## src/rtl/tug_game_ctrl.sv

```systemverilog
// rtl/tug_game_ctrl.sv - tug-of-war game controller: human vs LFSR-driven CPU on a 9-LED playfield
module tug_game_ctrl #(
    parameter int HOLD_CYCLES = 8,
    parameter int WIN_SCORE   = 7
) (
    input  logic       clk,
    input  logic       reset,
    input  logic       key_l,
    input  logic [8:0] difficulty,
    output logic [8:0] leds,
    output logic [2:0] score_l,
    output logic [2:0] score_r,
    output logic [1:0] winner,
    output logic       game_over
);

    localparam logic [1:0] ST_PLAY = 2'd0;
    localparam logic [1:0] ST_HOLD = 2'd1;
    localparam logic [1:0] ST_OVER = 2'd2;

    localparam int              HW        = (HOLD_CYCLES > 1) ? $clog2(HOLD_CYCLES) : 1;
    localparam logic [HW-1:0]   HOLD_LAST = HW'(HOLD_CYCLES - 1);
    localparam logic [2:0]      WIN_TGT   = 3'(WIN_SCORE);

    logic [1:0]    state, state_n;
    logic [3:0]    pos, pos_n;
    logic [HW-1:0] hold_cnt, hold_n;
    logic [9:0]    lfsr;
    logic [2:0]    score_l_n, score_r_n;
    logic [1:0]    winner_n;
    logic [8:0]    leds_n;
    logic          cpu_press;
    logic          match_won;

    assign cpu_press = (state == ST_PLAY) && (lfsr[8:0] < difficulty);
    assign match_won = (winner == 2'b10 && score_l == WIN_TGT) ||
                       (winner == 2'b01 && score_r == WIN_TGT);

    always_comb begin
        state_n   = state;
        pos_n     = pos;
        hold_n    = hold_cnt;
        score_l_n = score_l;
        score_r_n = score_r;
        winner_n  = winner;
        case (state)
            ST_PLAY: begin
                // simultaneous presses cancel, so only a lone press moves the rope
                if (key_l && !cpu_press) begin
                    if (pos == 4'd8) begin
                        if (score_l < WIN_TGT) score_l_n = score_l + 3'd1;
                        winner_n = 2'b10;
                        hold_n   = '0;
                        state_n  = ST_HOLD;
                    end else begin
                        pos_n = pos + 4'd1;
                    end
                end else if (cpu_press && !key_l) begin
                    if (pos == 4'd0) begin
                        if (score_r < WIN_TGT) score_r_n = score_r + 3'd1;
                        winner_n = 2'b01;
                        hold_n   = '0;
                        state_n  = ST_HOLD;
                    end else begin
                        pos_n = pos - 4'd1;
                    end
                end
            end
            ST_HOLD: begin
                if (hold_cnt == HOLD_LAST) begin
                    if (match_won) begin
                        state_n = ST_OVER;
                    end else begin
                        pos_n    = 4'd4;
                        winner_n = 2'b00;
                        state_n  = ST_PLAY;
                    end
                end else begin
                    hold_n = hold_cnt + 1'b1;
                end
            end
            ST_OVER: begin
            end
            default: begin
                state_n  = ST_PLAY;
                pos_n    = 4'd4;
                winner_n = 2'b00;
                hold_n   = '0;
            end
        endcase
        leds_n = (state_n == ST_OVER) ? 9'd0 : (9'd1 << pos_n);
    end

    always_ff @(posedge clk) begin
        if (reset) begin
            state     <= ST_PLAY;
            pos       <= 4'd4;
            hold_cnt  <= '0;
            lfsr      <= 10'h001;
            score_l   <= 3'd0;
            score_r   <= 3'd0;
            winner    <= 2'b00;
            leds      <= 9'b000010000;
            game_over <= 1'b0;
        end else begin
            state     <= state_n;
            pos       <= pos_n;
            hold_cnt  <= hold_n;
            lfsr      <= {lfsr[8:0], lfsr[9] ^ lfsr[6]};
            score_l   <= score_l_n;
            score_r   <= score_r_n;
            winner    <= winner_n;
            leds      <= leds_n;
            game_over <= (state_n == ST_OVER);
        end
    end

endmodule
```

## config.mk

```make
export PLATFORM = sky130hd
export DESIGN_NAME = tug_game_ctrl
export DESIGN_NICKNAME = d
export VERILOG_FILES = /design/src/rtl/tug_game_ctrl.sv
export SDC_FILE = /design/constraint.sdc
export NUM_CORES = 1
export LEC_CHECK = 0
export ABC_AREA = 1
export ABC_CLOCK_PERIOD_IN_PS = 2260
export BUFFER_PORTS_ARGS = -buffer_cell sky130_fd_sc_hd__buf_2
export CAP_MARGIN = 20
export CORE_AREA = 2 2 75 77
export CTS_CLUSTER_SIZE = 25
export DETAILED_ROUTE_END_ITERATION = 12
export DIE_AREA = 0 0 77 79
export MAX_ROUTING_LAYER = met4
export SLEW_MARGIN = 40
export SYNTH_ARGS = -nofsm -noshare
export SYNTH_HDL_FRONTEND = slang
export SYNTH_SLANG_ARGS = --single-unit
```

## constraint.sdc

```tcl
create_clock -name clk -period 2.26 [get_ports clk]
set_input_delay 0.565 -clock clk [delete_from_list [all_inputs] [get_ports clk]]
set_output_delay 0.565 -clock clk [all_outputs]
set_load 0.005 [all_outputs]
```

==> metrics <==
Final Hold Fails=0; vias in the first global route=1593; Num CTS Buffers=5; io pins=30; HP Start=lfsr[1]$_SDFF_PP0_; die width=77 um; clock sinks=37; die area=0.00608 mm^2; Vias=1693; Fillers=598; worst r2r src=lfsr[8]$_SDFF_PP0_; Achievable Freq=0.485 GHz; static leakage=1.24 nW; clk_skew=0.00231 ns; vias per inst=4.35; antenna violations before repair=0; GRT Residual Overflow=0; diode count=0; synthesized flop and latch total=37; CP Class=input port to flop; Critical path origin=difficulty[8]; crit path capture type=flop; max cap viols=0; number of synthesis warnings=0; max-slew violations=0; Initial Util=0.369; Netlist cell types=23; sequential element share of the synthesized area=0.376; DR WL/cell=9.74 um; largest net degree at the start of global routing=25; Clock Latency Late Sink=0.28 ns; clk slew on worst S/H paths=0.07 ns; Port Buffers=29; Fin Setup TNS=0 ns; row count=27; CP arrival=2.29 ns; worst-margin pin slew=0.608 ns; Detailed Place HPWL=2910 um; startpoint types=input port; Worst slew margin=0.590; Core Region=0.00534 mm^2; period utilisation layout=0.912; PwrDens=894 mW/mm^2; share of layout cells above drive strength 1=0.215; peak supply drop=333 uV; all-layer global routing usage=0.136; Cells after DPL=379; RePlAce Congestion=0.824; post-route minimum period=2.06 ns; CP Max Fanout=5; NumNets Final=344; H-Tree Depth=2; drt first-iter violations=52; RSZ-0062 raised after global routing=no; Layout area overhead=19.5%; WP data required=2.48 ns; DRT Wirelength=3790 um; first-pass GRT wire length=6420 um; CTS tree=done; Net Count, Synth=303; # DRC=0; Syn Area/Cell=7.16 um^2; worst hold path class=flop to flop; die height=79 um; Max Root-Sink Buffers=2; Post-Syn Area=0.00197 mm^2; DRT antenna net count=0; Non-Filler Instances=389; status=complete, no violations; Gate Count Post-Synth=275; CTS root buffer=clkbuf_8; final setup vio count=0; DR pass1 iterations=4
## cells by family (layout without fill, tap and decap cells)
group	after synthesis	in the layout	share of synthesized area
simple gates	127	127	0.300
buf+inv	62	104	0.123
fa+ha+maj	16	16	0.102
compound gates	30	30	0.0858
flops	37	37	0.376
xor+xnor	3	3	0.0133
## cell usage in the layout (no fill, tap or decap)
cell type,netlist,final
nand3_2,2,3
a21oi_1,14,14
o21ai_0,8,8
a21oi_2,1,1
nand2_2,4,6
nand3_1,15,14
nand4_1,3,3
buf_4,0,9
inv_2,3,3
xor2_1,3,3
nor2_1,38,36
a31oi_1,3,3
buf_2,0,29
nor3_1,4,4
nand3_4,2,2
inv_1,55,55
ha_1,16,16
clkbuf_8,1,5
nand2_1,54,52
clkinvlp_4,0,1
nor2_4,4,5
o21a_1,3,3
nor2_2,1,2
o311ai_0,1,1
clkinv_2,0,2
dfxtp_1,37,37
## power breakdown
| group | leakage, nW | internal (mW) | switching, mW |
|---|---|---|---|
| combinational | 0.892 | 0.314 | 0.493 |
| clock | 0.0439 | 0.213 | 0.234 |
| sequential | 0.301 | 0.766 | 0.0844 |
## per-layer routing
layer	wire length, um	up-vias	GRT usage
met1	1830	742	0.155
met4	50	0	0.0589
met5	0	-	-
li1	-	928	-
met2	1810	19	0.230
met3	103	4	0.0307
## state kept, by name, indices dropped and copies added, names as in the netlist
register / count
winner: 2
game_over: 1
hold_cnt: 3
pos: 4
leds: 9
score_l: 3
lfsr: 10
state: 2
score_r: 3
## what timing repair did
action | in CTS | in global routing
gates resized for setup | 0 | 6
setup endpoints to repair | 0 | 15
setup buffers | 0 | 2
hold buffers | 0 | 0
## Yosys cell counts
master	instances	share of area
a21oi_2	1	0.0044
nor2_2	1	0.0032
clkbuf_8	1	0.0070
nand3_1	15	0.038
xor2_1	3	0.013
nand2_2	4	0.013
inv_1	55	0.10
nor3_1	4	0.010
o21a_1	3	0.011
nand4_1	3	0.0095
ha_1	16	0.10
o21ai_0	8	0.020
nor2_1	38	0.072
o311ai_0	1	0.0044
clkbuf_1	3	0.0057
a21oi_1	14	0.036
nand2_1	54	0.10
nand3_4	2	0.018
nand3_2	2	0.010
a31oi_1	3	0.0095
inv_2	3	0.0057
dfxtp_1	37	0.38
nor2_4	4	0.023
## area by class of cell
type                            count  area (um^2)  area share
Multi-Input combinational cell    176         1010       0.427
Tap cell                           72         90.1      0.0383
Clock buffer                        5         68.8      0.0292
Sequential cell                    37          741       0.315
Clock inverter                      3         17.5     0.00744
Inverter                           58          218      0.0925
Timing Repair Buffer               38          213      0.0904
## final timing paths
kind	end	slack, ns	cells past startpoint
worst max-delay path	leds[5]$_SDFF_PP0_	0.20	17
worst min-delay path	lfsr[2]$_SDFF_PP0_	0.42	2
worst max register to register	leds[5]$_SDFF_PP0_	0.27	15
worst min register to register	lfsr[2]$_SDFF_PP0_	0.42	2
## through the flow
step,setup slack (ns),hold slack [ns],total power [mW],cell area (um^2),util
finish,0.198,0.424,2.10,2350,0.441
global route,0.00175,0.450,2.29,2350,0.441
CTS,0.110,0.428,2.09,2320,0.434
detailed placement,-0.190,0.417,1.64,2230,0.418
global placement,-0.144,0.414,1.63,2230,0.418
floorplan,0.148,0.407,1.44,1970,-
## worst max-delay path: stages
cell and delay, ns:
buf_2 0.07, inv_1 0.03, ha_1 0.32, nand2_2 0.11, a21oi_1 0.07, nor2_4 0.17
nand3_4 0.12, buf_4 0.16, nor2_4 0.09, nand2_1 0.06, nand2_1 0.06, nand2_1 0.05
nand2_1 0.08, nand2_2 0.09, nor2_4 0.13, inv_2 0.05, nor2_1 0.09
No activity file was read; power rests on OpenSTA's default activity.
